`src/rtl/catch_pkg.sv`:
```
// Shared types, constants and helpers for the catch game playfield engine.
package catch_pkg;

  typedef enum logic [1:0] {
    StIdle  = 2'd0,
    StCount = 2'd1,
    StPlay  = 2'd2,
    StOver  = 2'd3
  } game_state_e;

  // Right-shifting Galois feedback mask for taps 16,14,13,11.
  localparam logic [15:0] LfsrTaps = 16'hB400;

  localparam int unsigned BcdDigitW = 4;

  function automatic logic [15:0] lfsr_next(input logic [15:0] v);
    return v[0] ? ((v >> 1) ^ LfsrTaps) : (v >> 1);
  endfunction

  function automatic int unsigned lane_idx(input logic [15:0] lfsr, input int unsigned lanes);
    return {16'h0000, lfsr} % lanes;
  endfunction

endpackage

```
`src/rtl/bcd_counter.sv`:
```
// Saturating multi-digit BCD up-counter with synchronous clear; holds at all-9s.
module bcd_counter
  import catch_pkg::*;
#(
  parameter int unsigned DIGITS = 3
) (
  input  logic                        game_clk,
  input  logic                        button_rst,
  input  logic                        inc,
  input  logic                        clr,
  output logic [BcdDigitW*DIGITS-1:0] value,
  output logic                        sat
);

  logic [BcdDigitW*DIGITS-1:0] value_q, value_d;
  logic                        all_nines;
  logic                        carry;

  always_comb begin
    all_nines = 1'b1;
    for (int unsigned i = 0; i < DIGITS; i++) begin
      if (value_q[BcdDigitW*i +: BcdDigitW] != 4'd9) all_nines = 1'b0;
    end
  end

  always_comb begin
    value_d = value_q;
    carry   = inc & ~all_nines;
    if (clr) begin
      value_d = '0;
      carry   = 1'b0;
    end else begin
      for (int unsigned i = 0; i < DIGITS; i++) begin
        if (carry) begin
          if (value_q[BcdDigitW*i +: BcdDigitW] == 4'd9) begin
            value_d[BcdDigitW*i +: BcdDigitW] = 4'd0;
          end else begin
            value_d[BcdDigitW*i +: BcdDigitW] = value_q[BcdDigitW*i +: BcdDigitW] + 4'd1;
            carry = 1'b0;
          end
        end
      end
    end
  end

  always_ff @(posedge game_clk or posedge button_rst) begin
    if (button_rst) begin
      value_q <= '0;
    end else begin
      value_q <= value_d;
    end
  end

  assign value = value_q;
  assign sat   = all_nines;

endmodule

```
`src/rtl/catch_game_core.sv`:
```
// Catch game playfield engine: basket, falling objects, BCD score, lives and game sequencing.
module catch_game_core
  import catch_pkg::*;
#(
  parameter int unsigned LANES         = 3,
  parameter int unsigned DEPTH         = 4,
  parameter int unsigned LIVES         = 3,
  parameter int unsigned SCORE_DIGITS  = 3,
  parameter int unsigned COUNTDOWN     = 3,
  parameter int unsigned SPAWN_GAP     = 2,
  parameter int unsigned SPEEDUP_EVERY = 10,
  parameter logic [15:0] LFSR_SEED     = 16'hACE1
) (
  input  logic                          game_clk,
  input  logic                          button_rst,
  input  logic                          tick,
  input  logic                          start,
  input  logic                          btn_left,
  input  logic                          btn_right,
  output logic [$clog2(LANES)-1:0]      basket,
  output logic [LANES*DEPTH-1:0]        field,
  output logic [4*SCORE_DIGITS-1:0]     score_bcd,
  output logic [2:0]                    lives_left,
  output logic [3:0]                    count_val,
  output logic [1:0]                    state,
  output logic                          speed_up,
  output logic                          game_over
);

  localparam int unsigned BasketW = $clog2(LANES);
  localparam int unsigned SpawnW  = $clog2(SPAWN_GAP + 1);
  localparam int unsigned CatchW  = $clog2(SPEEDUP_EVERY + 1);

  localparam logic [BasketW-1:0] BasketHome = BasketW'(LANES / 2);
  localparam logic [BasketW-1:0] BasketMax  = BasketW'(LANES - 1);
  localparam logic [2:0]         LivesInit  = 3'(LIVES);
  localparam logic [3:0]         CountInit  = 4'(COUNTDOWN);
  localparam logic [SpawnW-1:0]  SpawnLast  = SpawnW'(SPAWN_GAP - 1);
  localparam logic [CatchW-1:0]  CatchLast  = CatchW'(SPEEDUP_EVERY - 1);

  game_state_e              state_q, state_d;
  logic [BasketW-1:0]       basket_q, basket_d, basket_mv, spawn_lane;
  logic [LANES*DEPTH-1:0]   field_q, field_d, field_step;
  logic [2:0]               lives_q, lives_d;
  logic [3:0]               count_q, count_d;
  logic                     speed_q, speed_d;
  logic                     over_q, over_d;
  logic [15:0]              lfsr_q, lfsr_d;
  logic [SpawnW-1:0]        spawn_q, spawn_d, spawn_nxt;
  logic [CatchW-1:0]        catch_q, catch_d;
  logic                     spawn_fire;
  logic                     caught;
  logic [3:0]               misses;
  logic                     score_inc, score_clr, score_sat;

  // Basket position after any move requested this cycle; the catch test uses this value.
  always_comb begin
    basket_mv = basket_q;
    if (btn_left && !btn_right && basket_q != '0) begin
      basket_mv = basket_q - BasketW'(1);
    end else if (btn_right && !btn_left && basket_q != BasketMax) begin
      basket_mv = basket_q + BasketW'(1);
    end
  end

  always_comb begin
    caught = 1'b0;
    misses = '0;
    for (int unsigned l = 0; l < LANES; l++) begin
      if (field_q[l*DEPTH + DEPTH - 1]) begin
        if (BasketW'(l) == basket_mv) caught = 1'b1;
        else                          misses = misses + 4'd1;
      end
    end
  end

  // Shift every lane down one row, dropping the bottom row, then place any new spawn on top.
  always_comb begin
    spawn_fire = (spawn_q == SpawnLast);
    spawn_nxt  = spawn_fire ? '0 : spawn_q + SpawnW'(1);
    spawn_lane = BasketW'(lane_idx(lfsr_q, LANES));
    field_step = '0;
    for (int unsigned l = 0; l < LANES; l++) begin
      for (int unsigned r = 1; r < DEPTH; r++) begin
        field_step[l*DEPTH + r] = field_q[l*DEPTH + r - 1];
      end
      if (spawn_fire && BasketW'(l) == spawn_lane) field_step[l*DEPTH] = 1'b1;
    end
  end

  always_comb begin
    state_d   = state_q;
    basket_d  = basket_q;
    field_d   = field_q;
    lives_d   = lives_q;
    count_d   = count_q;
    spawn_d   = spawn_q;
    catch_d   = catch_q;
    speed_d   = 1'b0;
    score_inc = 1'b0;
    score_clr = 1'b0;
    lfsr_d    = lfsr_next(lfsr_q);

    // start re-initialises from any state and masks a same-cycle tick.
    if (start) begin
      state_d   = StCount;
      basket_d  = BasketHome;
      field_d   = '0;
      lives_d   = LivesInit;
      count_d   = CountInit;
      spawn_d   = '0;
      catch_d   = '0;
      score_clr = 1'b1;
    end else begin
      unique case (state_q)
        StCount: begin
          if (tick) begin
            if (count_q <= 4'd1) begin
              state_d = StPlay;
              count_d = '0;
            end else begin
              count_d = count_q - 4'd1;
            end
          end
        end
        StPlay: begin
          basket_d = basket_mv;
          if (tick) begin
            score_inc = caught & ~score_sat;
            lives_d   = ({1'b0, lives_q} <= misses) ? 3'd0 : lives_q - misses[2:0];
            if (lives_d == 3'd0) begin
              state_d = StOver;
            end else begin
              field_d = field_step;
              spawn_d = spawn_nxt;
              if (caught) begin
                if (catch_q == CatchLast) begin
                  catch_d = '0;
                  speed_d = 1'b1;
                end else begin
                  catch_d = catch_q + CatchW'(1);
                end
              end
            end
          end
        end
        default: ;
      endcase
    end

    over_d = (state_d == StOver);
  end

  always_ff @(posedge game_clk or posedge button_rst) begin
    if (button_rst) begin
      state_q  <= StIdle;
      basket_q <= BasketHome;
      field_q  <= '0;
      lives_q  <= LivesInit;
      count_q  <= '0;
      speed_q  <= 1'b0;
      over_q   <= 1'b0;
      lfsr_q   <= LFSR_SEED;
      spawn_q  <= '0;
      catch_q  <= '0;
    end else begin
      state_q  <= state_d;
      basket_q <= basket_d;
      field_q  <= field_d;
      lives_q  <= lives_d;
      count_q  <= count_d;
      speed_q  <= speed_d;
      over_q   <= over_d;
      lfsr_q   <= lfsr_d;
      spawn_q  <= spawn_d;
      catch_q  <= catch_d;
    end
  end

  bcd_counter #(
    .DIGITS (SCORE_DIGITS)
  ) u_score (
    .game_clk   (game_clk),
    .button_rst (button_rst),
    .inc        (score_inc),
    .clr        (score_clr),
    .value      (score_bcd),
    .sat        (score_sat)
  );

  assign basket     = basket_q;
  assign field      = field_q;
  assign lives_left = lives_q;
  assign count_val  = count_q;
  assign state      = state_q;
  assign speed_up   = speed_q;
  assign game_over  = over_q;

endmodule

```
`config.mk`:
```
export PLATFORM = sky130hd
export DESIGN_NAME = catch_game_core
export DESIGN_NICKNAME = d
export VERILOG_FILES = /design/src/rtl/catch_pkg.sv /design/src/rtl/bcd_counter.sv /design/src/rtl/catch_game_core.sv
export SDC_FILE = /design/constraint.sdc
export NUM_CORES = 1
export LEC_CHECK = 0
export BUFFER_PORTS_ARGS = -buffer_cell sky130_fd_sc_hd__buf_2
export CORE_MARGIN = 2
export CORE_UTILIZATION = 47
export CTS_CLUSTER_SIZE = 8
export DETAILED_ROUTE_END_ITERATION = 16
export PLACE_DENSITY = 0.73
export SLEW_MARGIN = 10
export SYNTH_ARGS = -nofsm -noshare
export SYNTH_HDL_FRONTEND = slang
export SYNTH_SLANG_ARGS = --single-unit
```
`constraint.sdc`:
```
create_clock -name game_clk -period 9.02 [get_ports game_clk]
set_input_delay 0.451 -clock game_clk [delete_from_list [all_inputs] [get_ports game_clk]]
set_output_delay 0.451 -clock game_clk [all_outputs]
set_load 0.05 [all_outputs]
```
### Word-level counts from Yosys, hierarchy flattened

Cells that the tools add are included.

| storage, ports and cells | value |
|---|---|
| output and inout bits | 37 |
| input bits | 6 |
| logic and storage cells | 147 |
| bits in registers | 59 |

| cells by class | value |
|---|---|
| equal/unequal tests | 17 |
| magnitude comparators | 2 |
| reduce and logical (&&, ||, !) cells | 24 |
| div/mod/pow operators | 1 |
| bitwise gates (word level) | 4 |
| mux-type cells | 75 |
| add/sub/neg operators | 11 |

Operator list:

| cell | number |
|---|---|
| $mux 4 | 20 |
| $mux 12 | 5 |
| $mod 16x2->32 const B | 1 |
| $mux 1 | 30 |
| $mux 2 | 14 |
| $add 4x1->4 const B | 6 |
| $eq 4x4->1 const B | 4 |
| $mux 16 | 1 |
| $reduce_bool 2->1 | 8 |
| $mux 3 | 4 |
| $ne 4x4->1 const B | 3 |
| $logic_and 1x1->1 | 7 |
| $add 2x1->2 const B | 2 |
| $eq 1x2->1 const A | 2 |
| $eq 2x1->1 const B | 2 |
| $eq 2x2->1 const A | 2 |
| $eq 2x2->1 const B | 2 |
| $le 3x4->1 | 1 |
| $le 4x1->1 const B | 1 |
| $logic_not 2->1 | 2 |
| $ne 2x2->1 const B | 2 |
| $not 3->4 | 1 |
| $pmux 2 s2 | 1 |
| $reduce_and 2->1 | 2 |
| other kinds (9) | 11 |

### Logic depth before layout (Yosys ltp)

| depth | value |
|---|---|
| depth after elaboration | 23 |
| gate-level depth with buffers | 32 |

### By module

Synthesis repeated with hierarchy kept, for this count alone.

| second synthesis, totals | value |
|---|---|
| cells, all modules | 822 |
| area, all modules | 6530.0 sq um |

By module, submodules not included:

| module | area an instance (sq um) | times used | cells each |
|---|---|---|---|
| catch_game_core | 5768.0 | 1 | 742 |
| bcd_counter | 762.0 | 1 | 80 |

### Least setup slack after synthesis

No wires, ideal clock.

| timing path | value |
|---|---|
| kind | reg-to-reg |
| start | register lfsr_q[14] |
| end | register field_q[8], in the netlist field[8] |
| data required time | 8.946 ns |
| path buffers | 6 |
| arrival time | 5.989 ns |
| stages on the path, launching flop included | 31 |
| path slack | 2.957 ns |
| cell sequence | dfrtp_1 buf_2 clkbuf_1 ha_1 and4b_1 a211o_1 buf_2 or2_1 buf_6 buf_6 nor4b_2 o41ai_4 o22a_1 o21ai_4 nor3b_1 or4b_4 nand3_4 buf_6 mux2i_1 a22o_1 a31o_4 nand2_1 xnor2_1 a41o_1 nor3b_1 xnor2_1 ha_1 nor2_1 nand2_2 mux2_4 o21ai_2 |

| on the way | value |
|---|---|
| longest elaborated chain between the ends | 8 |

RTL lines:

| what | line | source |
|---|---|---|
| start, declared | catch_game_core.sv:48 | `logic [15:0] lfsr_q, lfsr_d;` |
| start signal, assigned | catch_game_core.sv:174 | `lfsr_q <= lfsr_d;` |
| $mod 16x2->32 | catch_pkg.sv:21 | `return {16'h0000, lfsr} % lanes;` |
| $eq 2x2->1 | catch_game_core.sv:87 | `if (spawn_fire && BasketW'(l) == spawn_lane) field_step[l*DEPTH] = 1'b1;` |
| $logic_and 1x1->1 | catch_game_core.sv:87 |  |
| $mux 1 | catch_game_core.sv:87 |  |
| $mux 12 | catch_game_core.sv:131 | `if (lives_d == 3'd0) begin` |
| $mux 12 | catch_game_core.sv:128 | `if (tick) begin` |
| $mux 12 | catch_game_core.sv:115 | `unique case (state_q)` |
| $mux 12 | catch_game_core.sv:105 | `if (start) begin` |
| end signal, assigned | catch_game_core.sv:169 | `field_q <= field_d;` |
| end, declared | catch_game_core.sv:43 | `logic [LANES*DEPTH-1:0] field_q, field_d, field_step;` |

Every way passes these cells. The select of a mux whose other input is x is not followed.
A chain may end at the register's enable or synchronous reset.

### Worst setup path after layout

| timing path | value |
|---|---|
| start | register lfsr_q[15] |
| end | register field_q[8], in the netlist field[8] |

Same word-level chain as after synthesis.

==> results.yml <==
place:
  place_congestion: 0.965
  post-dp-hpwl_mm: 10.4
  port_buffers: 42
  pre_cts_ws_ps: 1590
  dp_cells: 895
  placed_area_mm2: 0.00603
grt:
  grt_pass1_vias: 5156
  gr-total-overflow: 0
  antenna_found_initial: 0
  grt_util_all_layers_pct: 22.1
  grt_max_degree: 60
  grt_pass1_wl_mm: 24.3
synthesis:
  synth_edf_count: 0
  async_flop_share_pct: 100
  ys_top_cells_by_area: "dfrtp_1 (21%), o21ai_0 (5.1%), dfstp_2 (5.0%)"
  syn_nets: 756
  ys_warn_count: 0
  yosysSeqAreaShare_pct: 25.7
  syn_area_mm2: 0.00581
  avgSynthCellArea_um2: 8.01
  ys_ff_latch: 59
  syn_inst: 725
  synth_area_leader_cell: "dfrtp_1"
  synthFlopType: "dfrtp_1"
  synthDominantCellAreaShare_pct: 20.7
  ys_types: 105
floorplanning:
  dieArea_mm2: 0.0133
  ios: 43
  start_util_pct: 48.2
  fp-row-count: 40
  design.core.area_mm2: 0.0121
  fp.dieH_um: 115
  die_w_um: 115
timing:
  worst_pin_slew_ps: 746
  hold_viol: 0
  slew_headroom_pct: 50.3
  max_freq_mhz: 133
  worst_slack_ps: 1480
  holdWs_ps: 334
  finClkSkew_ps: 4.87
  min_period_ps: 7540
  setup_violations: 0
  slew_viol_final: 0
  fin_tns_setup_ps: 0
  grt_setup_unrepaired: "false"
  fin_crit_sh_pct: 83.6
clocking:
  htree_levels: 3
  clock_tree.root_cell: "clkbuf_16"
  cts.clk_slew.worst_paths_ps: 50
  insertion_delay_ps: 320
  cts_max_path_buffers: 2
  cts-hold-fix-buffers: 0
  cts_setup_buffers: 0
  cts_buffers: 9
  cts_resized: 0
  cts_sinks: 59
  cts_tree: "yes"
layout:
  drive_gt1_share_pct: 15.5
  final_cell_mix: "nand2_1 (73), nor2_1 (62), o21ai_0 (59)"
  antenna_cells: 0
  syn2layout_area_growth_pct: 8.72
  final_common_cell: "nand2_1"
  num-nets-final: 769
  fin_cells: 911
  fin_area_mm2: 0.00631
  fin_util_pct: 52.4
power:
  power_per_cell_area_mw_per_mm2: 114
  swShare_pct: 26.9
  internal_power_mw: 0.528
  power_switching_mw: 0.195
  power.total_mw: 0.723
  power_leakage_nw: 2.67
  peakVddDrop_uv: 69.0
  power_frac_seq_pct: 39.8
  clkPwrFrac_pct: 45.3
  pwr-share-comb_pct: 14.9
setup_path:
  critical_path_class: "flop to flop"
  cp_top_family: "compound AO/OA/AOI/OAI gates"
  start_kind: "flop"
  critPathMaxFanout: 19
  cpPeakStageDelay_ps: 650
  rr_worst_depth: 25
  r2r-start: "lfsr_q[15]$_DFF_PP1_"
  critPathBufInv: 0
  cp-end-kind: "flop"
  slowest_stage: "dfstp_2"
  crit_required_ps: 9270
  r2r_end: "field[8]$_DFFE_PP0P_"
  r2r_slack_ps: 1480
  worstPathArrival_ps: 7790
route:
  routed_wl_mm: 14.5
  wl_per_cell_um: 15.9
  first_pass_iters: 8
  num_vias: 5650
  vias_per_cell: 6.20
  drc: 0
  ant_nets: 0
  drtIter0Drc: 470
job:
  drv_cap: 0
outcome:
  status: "finished, final reports clean"
hold_path:
  hold_path.class: "input pin to async pin"
[layout make-up]
cell class              instances  area, µm²
fillers                      1106       5750
multi-input cells             583       3940
flip-flops and latches         59       1490
clock buffers                  14        254
repair buffers                 46        240
well taps                     168        210
inverters                      39        146
clock inverters                 2       35.0
[Yosys cell counts (6+ instances only)]
library cell,number
nand2_1,73
nor2_1,62
o21ai_0,59
dfrtp_1,48
a21oi_1,39
inv_1,35
clkbuf_1,27
ha_1,23
nor3_1,22
nand3_1,18
a31oi_1,16
nand2b_1,16
xnor2_1,15
and2_1,13
a211oi_1,11
dfstp_2,11
o31ai_1,11
xor2_1,10
mux2i_1,8
buf_6,7
nand3b_1,7
nor4_1,7
o31a_1,7
and3_1,6
buf_2,6
mux2_2,6
nor2b_1,6
o211ai_1,6
o21a_1,6
o21ai_1,6
[layer usage]
metal  share of wire [%]  up-vias  routed length, µm  global-route usage, %
met4                 2.1        0                298                   9.72
met3                 5.5       27                798                   2.06
met5                   0        -                  0                      0
met2                  48      255               6980                   37.1
li1                    -     2701                  -                      -
met1                  44     2667               6430                   29.1
[worst max-delay path by stage]
stage	from	to	slack (ps)	depth (start not counted)
floorplan	lfsr_q[14]$_DFF_PP0_	field[8]$_DFFE_PP0P_	2960	30
global placement	lfsr_q[15]$_DFF_PP1_	field[8]$_DFFE_PP0P_	2010	25
detailed placement	lfsr_q[15]$_DFF_PP1_	field[8]$_DFFE_PP0P_	1590	25
CTS	lfsr_q[15]$_DFF_PP1_	field[8]$_DFFE_PP0P_	1570	25
global route	lfsr_q[14]$_DFF_PP0_	field[8]$_DFFE_PP0P_	1070	25
finish	lfsr_q[15]$_DFF_PP1_	field[8]$_DFFE_PP0P_	1480	25
[power by group through the flow]
stage	logic (mW)	clock network, mW	registers, mW
after detailed placement	0.107	0	0.292
after global placement	0.104	0	0.291
after floorplan	0.0519	0	0.321
final	0.108	0.327	0.288
after CTS	0.108	0.336	0.288
after global routing	0.120	0.348	0.289
[worst min-delay path, cell delays in order]
cell   delay [ps]
buf_2         100
inv_2          30
buf_4         550
[sequential cells by signal, indices dropped and copies added, names as in the netlist]
register       count
lfsr_q            16
field             12
u_score.value     12
catch_q            4
count_val          4
lives_left         3
basket             2
spawn_q            2
state              2
game_over          1
speed_up           1
[cells by family (layout without fill, tap and decap cells)]
family | after synthesis | in the layout | synth area share, %
and+or+nand+nor | 283 | 283 | 26.0
AOI/OAI and AO/OA | 232 | 232 | 28.8
buffers and inverters | 83 | 101 | 6.53
DFF | 59 | 59 | 25.7
xor gates and xnor gates | 27 | 27 | 4.33
adders and majority gates | 26 | 26 | 5.82
muxes | 15 | 15 | 2.80
(Power assumes the default switching activity.)
